<file path="src/rtl/txop_claim_table_ctrl.sv">
// TXOP claim table (FREE/SOFT/HARD per id) with sweep clears and a round-robin free-entry pick.
// Ops 2-4 and illegal ops finish in 1 cycle; CLEAR_* take NUM_TXOP cycles; PICK_FREE 2..NUM_TXOP cycles; cmd_ready only when idle.
module txop_claim_table_ctrl #(
  parameter int NUM_TXOP = 32
) (
  input  logic       clk,
  input  logic       reset_n,
  input  logic       cmd_valid,
  output logic       cmd_ready,
  input  logic [2:0] cmd_op,
  input  logic [7:0] cmd_id,
  output logic       done,
  output logic       err,
  output logic [7:0] result_id,
  output logic       result_none,
  input  logic [7:0] q_id,
  output logic       hard_claiming,
  output logic       soft_claiming,
  output logic [7:0] max_hard_claim
);
  localparam int AW = $clog2(NUM_TXOP);
  localparam int IW = AW + 1;
  localparam logic [IW-1:0] ONE      = IW'(1);
  localparam logic [IW-1:0] LAST     = IW'(NUM_TXOP - 1);
  localparam logic [IW-1:0] SCAN_END = IW'(NUM_TXOP - 2);
  localparam logic [8:0]    NUM9     = 9'(NUM_TXOP);

  localparam logic [1:0] ST_FREE = 2'd0;
  localparam logic [1:0] ST_SOFT = 2'd1;
  localparam logic [1:0] ST_HARD = 2'd2;

  typedef enum logic [2:0] {IDLE, SWEEP_ALL, SWEEP_SOFT, SCAN, FINISH} state_t;

  state_t        state_q, state_d;
  logic [1:0]    tbl_q [NUM_TXOP];
  logic [IW-1:0] idx_q, idx_d, cnt_q, cnt_d, ptr_q, ptr_d;
  logic          err_q, err_d, none_q, none_d;
  logic [7:0]    rid_q, rid_d, max_q, max_d;
  logic          wr_en;
  logic [AW-1:0] wr_idx;
  logic [1:0]    wr_val;
  logic          accept, id_ok, q_ok;
  logic [1:0]    cmd_ent, idx_ent, q_ent;

  assign accept  = cmd_valid && cmd_ready;
  assign id_ok   = (cmd_id != 8'd0) && ({1'b0, cmd_id} < NUM9);
  assign cmd_ent = tbl_q[cmd_id[AW-1:0]];
  assign idx_ent = tbl_q[idx_q[AW-1:0]];

  always_ff @(posedge clk or negedge reset_n) begin
    if (!reset_n) state_q <= IDLE;
    else          state_q <= state_d;
  end

  always_comb begin
    state_d = state_q;
    case (state_q)
      IDLE: begin
        if (accept) begin
          case (cmd_op)
            3'd0:    state_d = SWEEP_ALL;
            3'd1:    state_d = SWEEP_SOFT;
            3'd5:    state_d = SCAN;
            default: state_d = FINISH;
          endcase
        end
      end
      SWEEP_ALL, SWEEP_SOFT: if (idx_q == LAST) state_d = FINISH;
      SCAN:    if (idx_ent == ST_FREE || cnt_q == SCAN_END) state_d = FINISH;
      FINISH:  state_d = IDLE;
      default: state_d = IDLE;
    endcase
  end

  // Datapath control: one table write per cycle at most, plus counter/result updates.
  always_comb begin
    idx_d  = idx_q;
    cnt_d  = cnt_q;
    ptr_d  = ptr_q;
    err_d  = err_q;
    rid_d  = rid_q;
    none_d = none_q;
    wr_en  = 1'b0;
    wr_idx = cmd_id[AW-1:0];
    wr_val = ST_FREE;
    case (state_q)
      IDLE: begin
        if (accept) begin
          err_d = 1'b0;
          idx_d = ONE;
          cnt_d = '0;
          case (cmd_op)
            3'd2, 3'd3, 3'd4: begin
              if (!id_ok) begin
                err_d = 1'b1;
              end else begin
                wr_en  = !(cmd_op == 3'd3 && cmd_ent == ST_HARD);
                wr_val = (cmd_op == 3'd2) ? ST_HARD : (cmd_op == 3'd3) ? ST_SOFT : ST_FREE;
              end
            end
            3'd5:       idx_d = ptr_q;
            3'd6, 3'd7: err_d = 1'b1;
            default: ;
          endcase
        end
      end
      SWEEP_ALL, SWEEP_SOFT: begin
        wr_idx = idx_q[AW-1:0];
        wr_en  = (state_q == SWEEP_ALL) || (idx_ent == ST_SOFT);
        idx_d  = idx_q + ONE;
      end
      SCAN: begin
        wr_idx = idx_q[AW-1:0];
        if (idx_ent == ST_FREE) begin
          wr_en  = 1'b1;
          wr_val = ST_SOFT;
          rid_d  = 8'(idx_q);
          none_d = 1'b0;
          ptr_d  = (idx_q == LAST) ? ONE : idx_q + ONE;
        end else if (cnt_q == SCAN_END) begin
          rid_d  = 8'd0;
          none_d = 1'b1;
        end else begin
          idx_d = (idx_q == LAST) ? ONE : idx_q + ONE;
          cnt_d = cnt_q + ONE;
        end
      end
      default: ;
    endcase
  end

  // Id 0 is never written, so its slot stays FREE and is overridden on the query side.
  always_ff @(posedge clk or negedge reset_n) begin
    if (!reset_n) begin
      for (int i = 0; i < NUM_TXOP; i++) tbl_q[i] <= ST_FREE;
    end else if (wr_en) begin
      tbl_q[wr_idx] <= wr_val;
    end
  end

  always_comb begin
    max_d = 8'd0;
    for (int i = 1; i < NUM_TXOP; i++) begin
      if (tbl_q[i] == ST_HARD) max_d = 8'(i);
    end
  end

  always_ff @(posedge clk or negedge reset_n) begin
    if (!reset_n) begin
      idx_q  <= ONE;
      cnt_q  <= '0;
      ptr_q  <= ONE;
      err_q  <= 1'b0;
      rid_q  <= 8'd0;
      none_q <= 1'b0;
      max_q  <= 8'd0;
    end else begin
      idx_q  <= idx_d;
      cnt_q  <= cnt_d;
      ptr_q  <= ptr_d;
      err_q  <= err_d;
      rid_q  <= rid_d;
      none_q <= none_d;
      max_q  <= max_d;
    end
  end

  assign cmd_ready      = reset_n && (state_q == IDLE);
  assign done           = (state_q == FINISH);
  assign err            = done && err_q;
  assign result_id      = rid_q;
  assign result_none    = none_q;
  assign max_hard_claim = max_q;

  assign q_ok          = ({1'b0, q_id} < NUM9);
  assign q_ent         = tbl_q[q_id[AW-1:0]];
  assign hard_claiming = q_ok && ((q_id == 8'd0) || (q_ent == ST_HARD));
  assign soft_claiming = q_ok && (q_id != 8'd0) && (q_ent == ST_SOFT);

endmodule

</file>
<file path="config.mk">
export PLATFORM = sky130hd
export DESIGN_NAME = txop_claim_table_ctrl
export DESIGN_NICKNAME = d
export VERILOG_FILES = /design/src/rtl/txop_claim_table_ctrl.sv
export SDC_FILE = /design/constraint.sdc
export NUM_CORES = 1
export LEC_CHECK = 0
export CAP_MARGIN = 40
export CORE_ASPECT_RATIO = 0.5
export CORE_MARGIN = 5
export CORE_UTILIZATION = 45
export DETAILED_ROUTE_END_ITERATION = 10
export GPL_ROUTABILITY_DRIVEN = 0
export GPL_TIMING_DRIVEN = 0
export PLACE_DENSITY_LB_ADDON = 0.2
export SLEW_MARGIN = 15
export SYNTH_ARGS = -nofsm -noshare
export SYNTH_HDL_FRONTEND = slang
export SYNTH_SLANG_ARGS = --single-unit
</file>
<file path="constraint.sdc">
create_clock -name clk -period 3.25 [get_ports clk]
set_input_delay 0.325 -clock clk [delete_from_list [all_inputs] [get_ports clk]]
set_output_delay 0.325 -clock clk [all_outputs]
set_load 0.03 [all_outputs]
</file>
==> metrics.yaml, run 1 <==
cells_and_area:
  fin_util_pct: 53.96
  final_area_sq_um: 7828
  drive_above_1_share_pct: 22.18
  finalNetCount: 746
  diodes: 0
  final_cell_mix: "95 x dfrtp_1, 50 x mux2_2, 49 x nor2_1"
  syn2layout_area_growth_pct: 16.91
  final_common_cell: "dfrtp_1"
sta:
  rsz0062_at_grt: "true"
  fmax_mhz: 310.5
  finalSetupViolations: 0
  skew_ns: 0.01057
  report.final.slew_viol_count: 0
  whs_ns: 0.3410
  finalCritPeriodShare_pct: 99.08
  worst_pin_slew_ns: 0.9583
  fin_crit_ns: 3.220
  max-slew-margin-rel_pct: 35.81
  hold_viol: 0
  fin_ws_ns: 0.02978
logic_synthesis:
  ys_warn_count: 0
  synth.yosys.seq_area_share_pct: 36.67
  ys_ff_latch: 98
  netlist_area_sq_um: 6695
  synth_edf_count: 0
  syn-mean-instance-area_sq_um: 10.14
  async_flop_share_pct: 100.0
  ys.flop_type: "dfrtp_1"
  synthCells: 660
  synth_cell_type_count: 64
run_status:
  status: "finished clean"
die:
  core-area_sq_um: 14510
  dieArea_sq_um: 17570
  die_h_um: 96.25
  rows: 31
  start_util_pct: 46.15
  die_w_um: 182.5
  io_pins: 44
pwr:
  powerDensity_nw_per_um2: 579.9
  peakVddDrop_mv: 0.3144
  p_leak_uw: 0.003387
  p_total_uw: 4539
clock_tree:
  cts_buffers: 9
  root_buffer: "clkbuf_16"
  clock_sinks: 98
  cts_tree: "built"
  htree_num_levels: 3
  clock_latency_ns: 0.36
  cts_buffer_depth: 2
  clk_pin_slew_ns: 0.07
routing:
  drtAntennaViolNets: 0
  drt_iter0_markers: 720
  vias: 5822
  wl_per_cell_um: 22.61
  drc: 0
  wirelength_um: 20890
  viasPerCell: 6.301
  first_pass_iters: 5
placed_design:
  dp_hpwl_um: 15400
  dp_slack_ns: -0.6810
  portBuffers: 35
  placed_area_sq_um: 7370
critical_path:
  crit_arrival_ns: 3.45
  end_kind: "flip-flop"
  path_buf_inv: 2
  path_cells: "buf_4, mux4_1, mux2i_2, nand3_1, nand4_2, mux2_2, o21a_4, buf_6, nor3_2, mux2_1"
  critical_path_class: "reg2reg"
  crit_family: "multiplexers"
  required_ns: 3.48
  worstSetupStartpointType: "flip-flop"
  max_stage_delay_ns: 0.56
  critPathSlowestCell: "mux4_1"
  worstPathMaxFanout: 10
run:
  drv_cap: 0
global_routing:
  grt_max_degree: 53
  grt_usage_pct: 24.47
  grt_pass1_vias: 5606
  antenna_found_initial: 0
  overflow: 0
  grt_pass1_wl_um: 32700
worst_hold_path:
  hold_class: "in2reg"
## layout make-up
| cell class | instances | area (sq um) |
|---|---|---|
| clock inverter | 5 | 62.56 |
| fill | 1347 | 6679 |
| multi-input combinational | 505 | 4004 |
| timing repair buffer | 48 | 493.0 |
| tap | 198 | 247.7 |
| inverter | 15 | 56.30 |
| buffer | 44 | 275.3 |
| clock buffer | 11 | 232.7 |
| sequential | 98 | 2456 |
## kinds of logic after synthesis
logic type	after synthesis	share of synthesized area, %
fa+ha+maj	3	0.5607
simple gates	243	20.05
buf+inv	61	4.822
compound gates	115	11.10
other cells	1	0.05601
xor+xnor	9	1.177
flops	98	36.67
mux	130	25.57
## power breakdown
part	total, uW	switching (uW)	internal [uW]
sequential	1430	97.2	1340
clock	1090	490	602
combinational	2010	1270	746
## worst paths after layout
kind                              from          end  slack (ns)  cells after the start
max                           idx_q[1]    tbl_q[21]        0.03                     10
min                          cmd_op[0]   state_q[1]        0.34                      3
max reg2reg                   idx_q[1]    tbl_q[21]        0.03                     10
min reg2reg                result_none  result_none        0.50                      2
max in group asynchronous      reset_n     ptr_q[0]        2.43                      3
min in group asynchronous      reset_n    tbl_q[13]        0.50                      3
## stage by stage
stage,instances,TNS (ns)
CTS,922,0
detailed placement,902,-10.33
floorplan,664,0
finish,924,0
global route,924,-0.03530
global placement,897,-490.28
## Yosys cell counts, types with 8 or more instances
library cell	instances	share of area (%)
mux4_2	22	7.4
mux2i_1	36	5.4
dfrtp_1	96	36
nand3_1	28	2.1
clkbuf_1	24	1.3
xnor2_1	9	1.2
buf_4	8	0.90
nor2b_1	27	2.5
nor2_1	49	2.7
o221ai_1	8	1.0
nor3_2	10	1.5
o21ai_0	26	1.9
nor3_1	17	1.3
inv_1	13	0.73
mux2_2	50	8.4
nand2b_1	25	2.3
buf_6	8	1.3
mux2_1	19	3.2
a21oi_1	29	2.2
nor4_1	9	0.84
nand2_1	35	2.0
a31oi_1	10	0.93
## worst min-delay path, stage by stage
cell	delay [ns]
clkbuf_1	0.16
nand3_1	0.10
mux2i_1	0.06
## sequential cells by signal, indices dropped and copies added (netlist names)
register and flops:
state_q 3, max_hard_claim 5, err_q 1, cnt_q 6, idx_q 6, result_none 1
tbl_q 64, ptr_q 6, result_id 6
## repair_timing
| item | CTS | global route |
|---|---|---|
| setup endpoints to repair | 65 | 42 |
| hold buffers | 2 | 0 |
| gates cloned | 0 | 0 |
| pin swaps | 1 | 1 |
| gates resized for setup | 16 | 15 |
| endpoints found under the hold margin | 49 | 0 |
| buffers inserted | 4 | 1 |
## layer usage
metal	vias up	track usage (%)	part of all wire [%]	wire length [um]
li1	2539	-	-	-
met1	2929	35.43	45	9358
met2	306	35.85	43	8888
met3	48	6.191	10	2144
met4	0	8.052	2.4	497
met5	-	0	0	0
No activity file was read; power rests on OpenSTA's default activity.
==> inputs of run 2 (changes only) <==
--- a/config.mk
+++ b/config.mk
@@ -13,6 +13,7 @@
 export GPL_ROUTABILITY_DRIVEN = 0
 export GPL_TIMING_DRIVEN = 0
 export PLACE_DENSITY_LB_ADDON = 0.2
+export SETUP_SLACK_MARGIN = 0.2
 export SLEW_MARGIN = 15
 export SYNTH_ARGS = -nofsm -noshare
 export SYNTH_HDL_FRONTEND = slang
==> metrics.yaml, run 2 (same netlist as run 1, synthesis figures left out) <==
sta:
  fmax_mhz: 316.3  # +1.9%
  worst_pin_slew_ns: 1.034  # +0.07570 ns
  rsz0062_at_grt: "true"
  report.final.slew_viol_count: 0  # unchanged
  finalCritPeriodShare_pct: 97.28  # -1.8 points
  hold_viol: 0  # unchanged
  finalSetupViolations: 0  # unchanged
  fin_crit_ns: 3.162  # -0.05868 ns
  skew_ns: 0.009157  # -0.001417 ns
  max-slew-margin-rel_pct: 30.74  # -5.1 points
  final.setup.tns_ns: 0  # unchanged
worst_hold_path:
  worstHoldEndpoint: "state_q[1]"
  hold_start: "cmd_op[0]"
  whs_path_depth: 3  # unchanged
  hold_class: "in2reg"
clock_tree:
  cts_buffers: 9  # unchanged
  clock_sinks: 98  # unchanged
  cts_tree: "built"
  clk_pin_slew_ns: 0.07  # about the same
  clock_latency_ns: 0.35  # about the same
  root_buffer: "clkbuf_16"
  htree_num_levels: 3  # unchanged
  cts_buffer_depth: 2  # unchanged
routing:
  wirelength_um: 21630  # +3.5%
  viasPerCell: 6.384  # +1.3%
  drc: 0  # unchanged
  wl_per_cell_um: 23.11  # +2.2%
  first_pass_iters: 6  # +1
  vias: 5975  # +2.6%
  drtAntennaViolNets: 0  # unchanged
  drt_iter0_markers: 783  # +8.8%
critical_path:
  critical_path_class: "reg2reg"
  worstSetupStartpointType: "flip-flop"
  timing.rr.start: "idx_q[1]"
  r2r_cells: 10  # unchanged
  end_kind: "flip-flop"
  required_ns: 3.49  # about the same
  crit_arrival_ns: 3.40  # -0.05 ns
  worstPathMaxFanout: 6  # -4
  r2r_slack_ns: 0.09  # +0.06 ns
  r2r_end: "tbl_q[8]"
cells_and_area:
  largest_register_ffs: 64  # unchanged
  top_register: "tbl_q"
  diodes: 0  # unchanged
  final_common_cell: "dfrtp_1"
  drive_above_1_share_pct: 29.27  # +7.1 points
  fin_util_pct: 56.92  # +3.0 points
  finalNetCount: 758  # +1.6%
  syn2layout_area_growth_pct: 23.32
  final_cell_mix: "95 x dfrtp_1, 49 x nor2_1, 40 x mux2_2"
pwr:
  p_total_uw: 4868  # +7.3%
  powerDensity_nw_per_um2: 589.6  # +1.7%
  p_comb_share_pct: 49.2  # +4.9 points
  power_frac_seq_pct: 29.5  # -2.1 points
  switching_share_pct: 41.84  # +0.99 points
  switchingPower_uw: 2037  # +9.9%
  p_leak_uw: 0.003560  # +5.1%
  p_clk_share_pct: 21.3  # -2.8 points
  peakVddDrop_mv: 0.3165  # +0.65%
  intPower_uw: 2831  # +5.5%
global_routing:
  grt_usage_pct: 24.40  # -0.073 points
  grt_pass1_vias: 5727  # +2.2%
  antenna_found_initial: 0  # unchanged
  grt_pass1_wl_um: 32740  # +0.13%
  grt_max_degree: 55  # +3.8%
  overflow: 0  # unchanged
placed_design:
  dp_hpwl_um: 15430  # +0.19%
  portBuffers: 35  # unchanged
run_status:
  status: "finished clean"
die:
  die_w_um: 182.5  # unchanged
  dieArea_sq_um: 17570  # unchanged
  start_util_pct: 46.15  # unchanged
  io_pins: 44  # unchanged
  core-area_sq_um: 14510  # unchanged
  die_h_um: 96.25  # unchanged
  rows: 31  # unchanged
run:
  drv_cap: 0  # unchanged
-- run 2: timing repair --
item	4_1_cts	5_1_grt
gates resized for setup	44	76
pin swaps	6	13
setup buffers	6	7
endpoints found under the setup margin	66	73
cloned	0	3
hold buffers	1	0
endpoints found under the hold margin	43	0
-- run 2: cell type report --
type                       instances  area [sq um]
clock buffer                      11         232.7
inverter                          15         60.06
sequential                        98          2456
timing repair buffer              59         610.6
buffer                            45         306.5
tap                              198         247.7
clock inverter                     5         46.29
multi-input combinational        505          4297
fill                            1267          6250
-- run 2: through the flow --
| step | cells | setup slack (ns) | hold slack, ns | area, sq um |
|---|---|---|---|---|
| detailed placement | 902 | -0.7202 | 0.2887 | 7376 |
| global placement | 897 | -4.103 | 0.4815 | 7315 |
| finish | 936 | 0.08847 | 0.3490 | 8257 |
| CTS | 925 | 0.1615 | 0.3486 | 7849 |
| global route | 936 | 0.04784 | 0.3900 | 8257 |
| floorplan | 664 | 0.3019 | 0.02941 | 6716 |
-- run 2: worst max-delay path, cell delays in order (launching register included) --
cell	delay, ns
dfrtp_2	0.47
buf_12	0.16
mux4_2	0.54
mux2i_4	0.25
nand3_2	0.13
nand4_4	0.10
mux2_4	0.33
o21a_4	0.30
clkbuf_16	0.19
nor3_4	0.19
mux2_2	0.37
-- run 2: worst max-delay path by stage --
stage          slack, ns  startpoint            end  cells past startpoint
5_1_grt             0.05    idx_q[1]      tbl_q[31]                     10
3_5_place_dp       -0.72     q_id[0]  hard_claiming                      9
3_3_place_gp       -4.10     reset_n       tbl_q[9]                      5
4_1_cts             0.16    idx_q[4]       cnt_q[0]                     11
2_1_floorplan       0.30     q_id[0]  hard_claiming                      8
6_report            0.09    idx_q[1]       tbl_q[8]                     10
-- run 2: layer usage --
metal / global-route usage, % / vias to the layer above / wire length [um]
met1: 33.92 / 2947 / 9442
met5: 0 / - / 0
met4: 6.554 / 0 / 627
met3: 7.626 / 70 / 2418
li1: - / 2571 / -
met2: 37.15 / 387 / 9139
-- run 2: power by group through the flow --
stage	clock (uW)	sequential, uW	combinational, uW
after floorplan	0	1450	1240
after global placement	0	1450	1790
after detailed placement	0	1450	1830
after CTS	1050	1420	2040
after global routing	1100	1450	2530
final	1040	1440	2400
==> inputs of run 3 (changes only) <==
==> constraint.sdc (replaced) <==
create_clock -name clk -period 3.4 [get_ports clk]
set_input_delay 0.34 -clock clk [delete_from_list [all_inputs] [get_ports clk]]
set_output_delay 0.34 -clock clk [all_outputs]
set_load 0.03 [all_outputs]
==> metrics.yaml, run 3 (same netlist as run 1, synthesis figures left out) <==
global_routing:
  antenna_found_initial: 0  # unchanged
  met2_usage_pct: 36.53  # -0.62 points
  grt_pass1_wl_um: 32420  # -0.99%
  grt_max_degree: 55  # unchanged
  grt_pass1_vias: 5653  # -1.3%
  overflow: 0  # unchanged
  gr-usage-met1_pct: 33.83  # -0.088 points
  grt_usage_pct: 24.20  # -0.20 points
  grt_busiest_layer: "met2"
  grt_use_met3_pct: 7.739  # +0.11 points
sta:
  max-slew-margin-rel_pct: 39.35  # +8.6 points
  hold_viol: 0  # unchanged
  fmax_mhz: 314.4  # -0.61%
  report.final.slew_viol_count: 0  # unchanged
  worst_pin_slew_ns: 0.9056  # -0.1284 ns
  fin_crit_ns: 3.181  # +0.01933 ns
  skew_ns: 0.01275  # +0.003594 ns
  finalSetupViolations: 0  # unchanged
  rsz0062_at_grt: "false"
  finalCritPeriodShare_pct: 93.55  # -3.7 points
cells_and_area:
  final_area_sq_um: 7864  # -4.8%
  diodes: 0  # unchanged
  top_register: "tbl_q"
  final_cells: 924  # -1.3%
  final_common_cell: "dfrtp_1"
  finalNetCount: 746  # -1.6%
  fin_util_pct: 54.21  # -2.7 points
  largest_register_ffs: 64  # unchanged
  syn2layout_area_growth_pct: 17.45
  drive_above_1_share_pct: 23.28  # -6.0 points
  final_cell_mix: "95 x dfrtp_1, 49 x nor2_1, 49 x mux2_2"
  nFillCells: 1311  # +3.5%
pwr:
  switchingPower_uw: 1834  # -9.9%
  power_frac_seq_pct: 31.3  # +1.8 points
  intPower_uw: 2532  # -11%
  peakVddDrop_mv: 0.2941  # -7.1%
  p_total_uw: 4366  # -10%
  powerDensity_nw_per_um2: 555.2  # -5.8%
  p_clk_share_pct: 22.7  # +1.4 points
  switching_share_pct: 42.01  # +0.17 points
  p_comb_share_pct: 46.0  # -3.2 points
  p_leak_uw: 0.003433  # -3.6%
routing:
  first_pass_iters: 6  # unchanged
  vias: 5812  # -2.7%
  drt_iter0_markers: 768  # -1.9%
  drc: 0  # unchanged
  wirelength_um: 20840  # -3.6%
  drtAntennaViolNets: 0  # unchanged
  viasPerCell: 6.290  # -1.5%
  wl_per_cell_um: 22.55  # -2.4%
die:
  rows: 31  # unchanged
  io_pins: 44  # unchanged
  core-area_sq_um: 14510  # unchanged
  die_h_um: 96.25  # unchanged
  dieArea_sq_um: 17570  # unchanged
  start_util_pct: 46.15  # unchanged
  die_w_um: 182.5  # unchanged
clock_tree:
  cts_tree: "built"
  clk_pin_slew_ns: 0.08  # about the same
  root_buffer: "clkbuf_16"
  clock_latency_ns: 0.35  # about the same
  cts_buffers: 9  # unchanged
  cts_buffer_depth: 2  # unchanged
  htree_num_levels: 3  # unchanged
  clock_sinks: 98  # unchanged
critical_path:
  timing.rr.start: "idx_q[1]"
  worstPathMaxFanout: 5  # -1
  critPathSlowestCell: "mux4_1"
  required_ns: 3.63  # +0.14 ns
  end_kind: "flip-flop"
  r2r_cells: 9  # -1
  crit_arrival_ns: 3.41  # about the same
  worstSetupStartpointType: "flip-flop"
  r2r_slack_ns: 0.22  # +0.13 ns
  path_cells: "buf_4, mux4_1, mux2i_2, nand3_1, nand4_2, mux2_4, o21a_4, nor4_2, mux2_2"
  crit_family: "multiplexers"
  r2r_end: "tbl_q[47]"
  path_buf_inv: 1  # -1
  critical_path_class: "reg2reg"
  max_stage_delay_ns: 0.58  # +0.04 ns
placed_design:
  placed_area_sq_um: 7376  # unchanged
  portBuffers: 35  # unchanged
  dp_cells: 902  # unchanged
  dp_hpwl_um: 15430  # unchanged
worst_hold_path:
  hold_class: "in2reg"
  hold_start: "cmd_op[0]"
  whs_path_depth: 3  # unchanged
  worstHoldEndpoint: "state_q[1]"
run_status:
  status: "finished clean"
run:
  drv_cap: 0  # unchanged
## run 3: metal layers
layer | vias to the layer above | wire length, um | part of all wire (%)
met3 | 48 | 2321 | 11
li1 | 2544 | - | -
met5 | - | 0 | 0
met1 | 2881 | 9262 | 44
met2 | 339 | 8801 | 42
met4 | 0 | 453 | 2.2
## run 3: timing repair
item                                    in CTS  in global routing
hold endpoints to repair                    43                  0
resized for setup                           18                 37
endpoints found under the setup margin      65                 47
pin swaps                                    1                  8
hold buffers                                 1                  0
setup buffers                                5                  0
## run 3: worst max path at each step
stage               startpoint             to  slack (ns)  depth (start not counted)
floorplan              q_id[0]  hard_claiming        0.42                          8
global placement       reset_n       tbl_q[9]       -3.97                          5
detailed placement     q_id[0]  hard_claiming       -0.60                          9
CTS                    q_id[2]  hard_claiming        0.20                         11
global route          idx_q[1]      tbl_q[29]        0.20                         10
finish                idx_q[1]      tbl_q[47]        0.22                          9
## run 3: worst min-delay path, cell delays in order
cell,delay [ns]
clkbuf_1,0.16
nand3_1,0.10
mux2i_1,0.06
## run 3: power by group through the flow
stage | clock (uW) | sequential (uW) | combinational, uW
2_1_floorplan | 0 | 1390 | 1190
3_3_place_gp | 0 | 1380 | 1710
3_5_place_dp | 0 | 1380 | 1750
4_1_cts | 1010 | 1360 | 1840
5_1_grt | 1050 | 1380 | 2130
6_report | 991 | 1370 | 2010
## run 3: layout make-up
class	instances	area (sq um)	share of cell area, %
buffer	45	295.3	3.755
clock inverter	5	46.29	0.5887
multi-input combinational	505	4063	51.66
timing repair buffer	47	466.7	5.935
sequential	98	2456	31.23
clock buffer	11	232.7	2.959
inverter	15	56.30	0.7160
tap	198	247.7	3.150
## run 3: metrics by stage
stage	TNS, ns	worst slack, ns	hold slack [ns]
after detailed placement	-3.717	-0.6002	0.3037
after global placement	-463.23	-3.968	0.4815
after global routing	0	0.1951	0.4045
after CTS	0	0.1980	0.3636
final	0	0.2191	0.3665
after floorplan	0	0.4219	0.04441
